[config.mk]
export PLATFORM = sky130hd
export DESIGN_NAME = uart_tx_sched
export DESIGN_NICKNAME = d
export VERILOG_FILES = /design/src/rtl/uart_tx_sched.sv
export SDC_FILE = /design/constraint.sdc
export NUM_CORES = 1
export LEC_CHECK = 0
export CAP_MARGIN = 40
export CORE_UTILIZATION = 45
export DETAILED_ROUTE_END_ITERATION = 6
export GPL_ROUTABILITY_DRIVEN = 0
export PLACE_DENSITY = 0.78
export SLEW_MARGIN = 25
export SYNTH_ARGS = -nofsm -noshare
export SYNTH_HDL_FRONTEND = slang
export SYNTH_SLANG_ARGS = --single-unit
export TNS_END_PERCENT = 50
[constraint.sdc]
create_clock -name clk -period 2.3 [get_ports clk]
set_input_delay 0.46 -clock clk [delete_from_list [all_inputs] [get_ports clk]]
set_output_delay 0.46 -clock clk [all_outputs]
set_load 0.05 [all_outputs]
[src/rtl/uart_tx_sched.sv]
`default_nettype none
// ============================================================================
// Module   : uart_tx_sched
// Purpose  : Moves bytes from a ring buffer into a UART transmitter, one byte
//            at a time. It also drives the receive flow-control line (rts_n)
//            from the buffer fill level, with hysteresis.
// Ports    :
//   clk, rst          - rising-edge clock, synchronous active-high reset
//   enable            - permits new byte transfers
//   fifo_fill_count   - ring buffer occupancy
//   fifo_rd_valid     - read data valid, one cycle after fifo_rd_en
//   fifo_rd_data      - ring buffer read data
//   fifo_rd_en        - one-cycle ring buffer read strobe
//   tx_busy           - UART transmitter busy
//   tx_start          - one-cycle transmit request
//   tx_data           - byte to transmit, stable from tx_start until IDLE
//   rts_n             - active-low flow control toward the remote sender
//   busy              - high whenever the scheduler is not idle
//   underrun          - sticky flag: read data never arrived
//   tx_count          - count of completed bytes (wraps at 16 bits)
// Revision : 1.0 - initial release
// ============================================================================
module uart_tx_sched #(
    parameter int RAM_WIDTH = 8,
    parameter int RAM_DEPTH = 16,
    parameter int HIGH_WM   = 12,
    parameter int LOW_WM    = 4
) (
    input  logic                         clk,
    input  logic                         rst,
    input  logic                         enable,
    input  logic [$clog2(RAM_DEPTH):0]   fifo_fill_count,
    input  logic                         fifo_rd_valid,
    input  logic [RAM_WIDTH-1:0]         fifo_rd_data,
    output logic                         fifo_rd_en,
    input  logic                         tx_busy,
    output logic                         tx_start,
    output logic [RAM_WIDTH-1:0]         tx_data,
    output logic                         rts_n,
    output logic                         busy,
    output logic                         underrun,
    output logic [15:0]                  tx_count
);

    // ------------------------------------------------------------------------
    // Constants
    // ------------------------------------------------------------------------
    localparam int                 C_CNT_W     = $clog2(RAM_DEPTH) + 1;
    // Watermarks are compared unsigned at the width of the fill count.
    localparam logic [C_CNT_W-1:0] C_HIGH_WM   = C_CNT_W'(HIGH_WM);
    localparam logic [C_CNT_W-1:0] C_LOW_WM    = C_CNT_W'(LOW_WM);
    // Number of consecutive cycles without read data before we give up.
    localparam int                 C_TIMEOUT   = 4;
    localparam int                 C_TMO_W     = $clog2(C_TIMEOUT);
    localparam logic [C_TMO_W-1:0] C_TMO_LAST  = C_TMO_W'(C_TIMEOUT - 1);

    // ------------------------------------------------------------------------
    // Elaboration-time parameter sanity check
    // ------------------------------------------------------------------------
    generate
        if ((HIGH_WM <= LOW_WM) || (HIGH_WM > RAM_DEPTH)) begin : g_bad_wm
            $error("uart_tx_sched: need LOW_WM < HIGH_WM <= RAM_DEPTH");
        end
    endgenerate

    // ------------------------------------------------------------------------
    // State machine
    // ------------------------------------------------------------------------
    typedef enum logic [2:0] {
        S_IDLE      = 3'd0,
        S_READ      = 3'd1,
        S_WAIT_DATA = 3'd2,
        S_START     = 3'd3,
        S_WAIT_ACK  = 3'd4,
        S_WAIT_DONE = 3'd5
    } state_t;

    state_t             r_state;
    logic [C_TMO_W-1:0] r_wait_cnt;

    // fifo_rd_en and tx_start are asserted on the edge that enters READ or
    // START and dropped on the edge that leaves it. Each strobe therefore
    // lasts exactly as long as its one-cycle state. That gives the
    // k+1 / k+3 latency from the IDLE decision.
    // The occupancy count is used rather than an empty flag, because an
    // empty flag lags the count by a cycle.
    always_ff @(posedge clk) begin
        if (rst) begin
            r_state    <= S_IDLE;
            r_wait_cnt <= '0;
            fifo_rd_en <= 1'b0;
            tx_start   <= 1'b0;
            tx_data    <= '0;
            busy       <= 1'b0;
            underrun   <= 1'b0;
            tx_count   <= '0;
        end else begin
            fifo_rd_en <= 1'b0;
            tx_start   <= 1'b0;

            case (r_state)
                S_IDLE: begin
                    if (enable && (fifo_fill_count != '0) && !tx_busy) begin
                        r_state    <= S_READ;
                        fifo_rd_en <= 1'b1;
                        busy       <= 1'b1;
                    end
                end

                S_READ: begin
                    r_state    <= S_WAIT_DATA;
                    r_wait_cnt <= '0;
                end

                S_WAIT_DATA: begin
                    if (fifo_rd_valid) begin
                        tx_data  <= fifo_rd_data;
                        tx_start <= 1'b1;
                        r_state  <= S_START;
                    end else if (r_wait_cnt == C_TMO_LAST) begin
                        // Give up on the read. Nothing is sent and the
                        // byte counter is left as it was.
                        underrun   <= 1'b1;
                        r_wait_cnt <= '0;
                        r_state    <= S_IDLE;
                        busy       <= 1'b0;
                    end else begin
                        r_wait_cnt <= r_wait_cnt + 1'b1;
                    end
                end

                S_START: begin
                    r_state <= S_WAIT_ACK;
                end

                S_WAIT_ACK: begin
                    if (tx_busy) begin
                        r_state <= S_WAIT_DONE;
                    end
                end

                S_WAIT_DONE: begin
                    // enable is not consulted here. A started byte always
                    // finishes, and IDLE then decides whether to go on.
                    if (!tx_busy) begin
                        tx_count <= tx_count + 16'd1;
                        r_state  <= S_IDLE;
                        busy     <= 1'b0;
                    end
                end

                default: begin
                    r_state <= S_IDLE;
                    busy    <= 1'b0;
                end
            endcase
        end
    end

    // ------------------------------------------------------------------------
    // Receive flow control with hysteresis: deassert (1) at or above the
    // high mark, reassert (0) at or below the low mark, hold in between.
    // ------------------------------------------------------------------------
    always_ff @(posedge clk) begin
        if (rst) begin
            rts_n <= 1'b0;
        end else if (fifo_fill_count >= C_HIGH_WM) begin
            rts_n <= 1'b1;
        end else if (fifo_fill_count <= C_LOW_WM) begin
            rts_n <= 1'b0;
        end
    end

endmodule
`default_nettype wire

* After elaboration in Yosys (flattened, before gate mapping)
Index checks and enable logic that the tools add are counted.
** Cells by class
- $add $sub $neg :: 2
- Multipliers :: 0
- Div/mod/pow operators :: 0
- Order comparisons :: 2
- Equality and inequality tests :: 12
- Shift operators :: 0
- Multiplexer cells :: 18
- Bitwise gates (word level) :: 5
- Reductions and logical operators :: 16
** Operators with widths (count)
- 3-bit case mux with 6 select lines :: 1
- 16-bit by 1-bit adder with 16-bit output (second input constant) :: 1
- 3-bit 2-to-1 mux :: 5
- 2-bit inequality test (second input constant) :: 5
- 1-bit 2-to-1 mux :: 8
- 3-bit by 2-bit equality test with 1-bit output (second input constant) :: 2
- 3-bit equality test (second input constant) :: 2
- 2-bit AND reduction :: 3
- 5-bit by 4-bit greater-or-equal comparator with 1-bit output (second input constant) :: 1
- 5-bit by 3-bit less-or-equal comparator with 1-bit output (second input constant) :: 1
- 1-bit NOT :: 5
- 5-bit AND reduction :: 1
- 5-bit nonzero test :: 1
- 2-bit 2-to-1 mux :: 2
- 1-bit case mux with 4 select lines :: 1
- 2-bit case mux with 2 select lines :: 1
- 4-bit AND reduction :: 1
- 2-bit nonzero test :: 2
- 2-bit OR reduction :: 2
- 3-bit by 1-bit equality test with 1-bit output (second input constant) :: 1
- 3-bit logical NOT :: 1
- 3-bit inequality test (second input constant) :: 1
- 3-bit AND reduction :: 1
- 3-bit OR reduction :: 1
- 4 further kinds :: 5
** Storage, ports and cells
- Register bits :: 34
- Bits in latches :: 0
- RAM bits :: 0
- ROM bits :: 0
- Input bits :: 18
- Output and inout bits :: 29
- Logic and storage cells :: 64
- Memories :: 0

* Depth between registers and ports, before layout
- Depth in word-level cells :: 5
- Depth in mapped cells :: 6
- Mapped depth without buffers :: 5

* Least setup slack after synthesis
OpenSTA, ideal clock, no wires.
- Kind :: flip-flop to flip-flop
- From :: register tx_count[0]
- To :: register tx_count[12]
- Library setup time :: 0.070 ns
- Arrival :: 1.930 ns
- Required time :: 2.230 ns
- Path slack :: 0.299 ns
- Stages on the path, launching flop included :: 6
- Path buffers :: 0
- Clock period less this slack :: 2.001 ns
- Path through :: dfxtp_1 -> ha_1 -> nand3_1 -> or3_1 -> or3_1 -> a21oi_1
** Between the ends
- Word-level cells in the longest chain between the ends :: 1
** RTL lines
- from (decl) :: RTL line 42 : output logic [15:0] tx_count
- from (signal assigned) :: RTL line 146 : tx_count <= tx_count + 16'd1;
- 16-bit by 1-bit adder with 16-bit output :: RTL line 146
No other way between the ends.
A chain may end at the register's enable or synchronous reset.

* Final worst setup path
- From :: register tx_count[2]
- To :: output port tx_count[2]
No word-level cell between the ends.

==> impl_metrics.yaml <==
placement:
  io_buffers: 46
  dp_hpwl_um: 2357
grt:
  grt_antenna_before_repair: 0
  grt_start_max_net_pins: 22
  grt-ovfl-total: 0
  grt_pass1_wl_um: 5271
  first_global_vias: 1246
  grtUsageTotal: 0.2010
clock_network:
  cts_hold_buf: 0
  clkSinkCount: 34
  postCtsResizedCells: 0
  cts_setup_buffers: 0
  cts_buffers: 5
  htree_levels: 2
  clk_pin_slew_ns: 0.09
  cts_root_buf: "clkbuf_4"
  max-clock-path-buffers: 2
  cts_tree: "yes"
  clock_latency_ns: 0.33
logic_synthesis:
  syn_nets: 193
  syn_inst: 173
  yosysSeqAreaShare: 0.4638
  synth_compound_area_frac: 0.1304
  synth_top_family_by_area: "simple AND/OR/NAND/NOR gates"
  ys_ff_latch: 34
  synth-edff-count: 0
  ys_warn_count: 0
  synth_cell_types: 34
  yosys-mux-area-fraction: 0.01449
  synth-xor-area-share: 0.04774
  synthAdderAreaFrac: 0.01705
  synth-simple-area-share: 0.2856
  synth_ff_type: "dfxtp_1"
  synthesis.area_mm2: 0.001468
  syn_area_per_cell_um2: 8.484
  ys_async_sr_fraction: 0
die:
  fp.dieW_um: 59.11
  rows: 20
  pin_count: 47
  dieArea_mm2: 0.003494
  start_util: 0.4768
  core_area_mm2: 0.003078
  fp.dieH_um: 59.11
timing:
  rsz0062_at_grt: "false"
  fin_worst_skew_ns: 0.01355
  maxClockFrequency_ghz: 0.4817
  tightest_slew_ns: 0.5078
  tns_ns: 0
  period_needed_ns: 2.076
  setup_violations: 0
  worst_hold_slack_ns: 0.4609
  hold_viol: 0
  relSlewSlack: 0.6604
  drv_slew: 0
  timing.final.crit_share: 0.9027
finish:
  antenna_cells: 0
  finalNetCount: 243
  seqCellArea_um2: 680.7
  utilization: 0.6638
  fillers: 276
  multi_input_area_um2: 726.9
  drive_above_1_share: 0.06696
  area_growth_pct: 39.22
flow_run:
  maxCapViolCount: 0
critical_path:
  arrival_ns: 1.62
  worstPathRequired_ns: 1.84
  crit_cells: 1
  slowest_delay_ns: 0.84
  path_buf_inv: 1
  crit_type: "reg2out"
  cp-start-kind: "register"
  ff2ff_path_depth: 4
  crit_chain: "clkdlybuf4s50_1"
  crit_fanout: 6
  cp-end-kind: "primary output"
  slowest_stage: "clkdlybuf4s50_1"
  cp_top_family: "buffers and inverters"
route:
  post_drt_wl_per_cell_um: 11.73
  drc: 0
  drtPass1Iterations: 4
  route.vias.total: 1385
  antenna_left: 0
  via_per_inst: 5.168
  drt_iter0_drc: 48
  routed_wl_um: 3144
min_path:
  hold_depth: 2
  hp-class: "reg2reg"
power:
  clkPwrFrac: 0.318
  p_switching_uw: 262.4
  powerDensity_mw_per_mm2: 521.4
  power_frac_comb: 0.110
  p_int_uw: 802.9
  finalPower_mw: 1.065
  p_leak_nw: 0.6717
  ir_drop_v: 0.0003302
  seqPwrFrac: 0.572
  p_sw_frac: 0.2463
run_status:
  status: "finished, final reports clean"
final timing paths:
| path | startpoint | slack [ns] | to |
|---|---|---|---|
| setup reg to reg | r_state[0]$_SDFFE_PP0P_ | 0.50 | tx_count[15]$_SDFFE_PP0P_ |
| hold reg to reg | tx_data[7]$_SDFFE_PP0P_ | 0.46 | tx_data[7]$_SDFFE_PP0P_ |
| setup / recovery | tx_count[2]$_SDFFE_PP0P_ | 0.22 | tx_count[2] |
| hold / removal | tx_data[7]$_SDFFE_PP0P_ | 0.46 | tx_data[7]$_SDFFE_PP0P_ |
Yosys cell counts (2+ instances only):
library cell,instances,area share
nor4_1,4,0.017
inv_1,6,0.015
clkbuf_1,6,0.015
o21ai_0,8,0.027
a21oi_1,23,0.078
nand3_1,9,0.031
nor3b_1,2,0.010
buf_4,2,0.010
nand2b_1,3,0.013
or4_1,2,0.010
nand2_1,22,0.056
ha_1,2,0.017
or3_1,6,0.026
nor3_1,2,0.0068
and4_1,2,0.012
xnor2_1,7,0.042
nand3b_1,2,0.010
dfxtp_1,34,0.46
nor2_1,15,0.038
nor2b_1,2,0.0085
power by group through the flow:
stage                     combinational (mW)  sequential (mW)  clock, mW
final                                  0.117            0.609      0.339
after global routing                   0.126            0.611      0.367
after CTS                              0.117            0.609      0.342
after detailed placement               0.117            0.623          0
after global placement                 0.116            0.622          0
after floorplan                       0.0403            0.644          0
through the flow:
step                      setup WS (ns)  instances  cell area, um2
after detailed placement        0.05326        260            1983
after floorplan                  0.2994        173            1468
after global placement          0.05807        260            1983
after CTS                        0.2114        268            2043
after global routing             0.1545        268            2043
final                            0.2238        268            2043
sequential cells by signal, indices dropped and copies added (netlist names):
| signal | flops |
|---|---|
| underrun | 1 |
| tx_data | 8 |
| tx_start | 1 |
| tx_count | 16 |
| r_state | 3 |
| r_wait_cnt | 2 |
| busy | 1 |
| rts_n | 1 |
| fifo_rd_en | 1 |
worst register-to-register path: stages (launching register included):
cell       delay (ns)
dfxtp_1          0.54
nand4bb_4        0.16
or3_4            0.43
or4_1            0.47
a21oi_1          0.14
metal layers:
metal,global-route usage,wire [um]
met2,0.3182,1531
met3,0.06550,111
met4,0.07823,50
met1,0.2538,1450
met5,0,0
area by class of cell:
cell class                 instances  area share
tap                               44     0.02694
timing repair buffer              51      0.2437
sequential                        34      0.3331
clock inverter                     1    0.002449
multi-input combinational        125      0.3558
clock buffer                       7     0.02694
inverter                           6     0.01102
cell usage in the layout, fill, tap and decap left out, drive strengths merged, types with 2 or more instances in the layout:
master	Yosys	layout
clkdlybuf4s50	0	46
dfxtp	34	34
a21oi	23	23
nand2	22	22
nor2	15	15
nand3	9	9
o21ai	8	8
xnor2	7	7
or3	7	7
clkbuf	6	7
inv	6	6
buf	2	5
nor4	4	4
nand2b	3	3
and4	2	2
nor3b	2	2
nor3	2	2
or4	2	2
nand3b	2	2
nor2b	2	2
ha	2	2
kinds of logic after synthesis:
family | Yosys count
xor gates and xnor gates | 8
AOI/OAI and AO/OA | 36
adders and majority gates | 2
and+or+nand+nor | 77
buffers and inverters | 14
muxes | 2
DFF | 34
No activity file was read; power rests on OpenSTA's default activity.
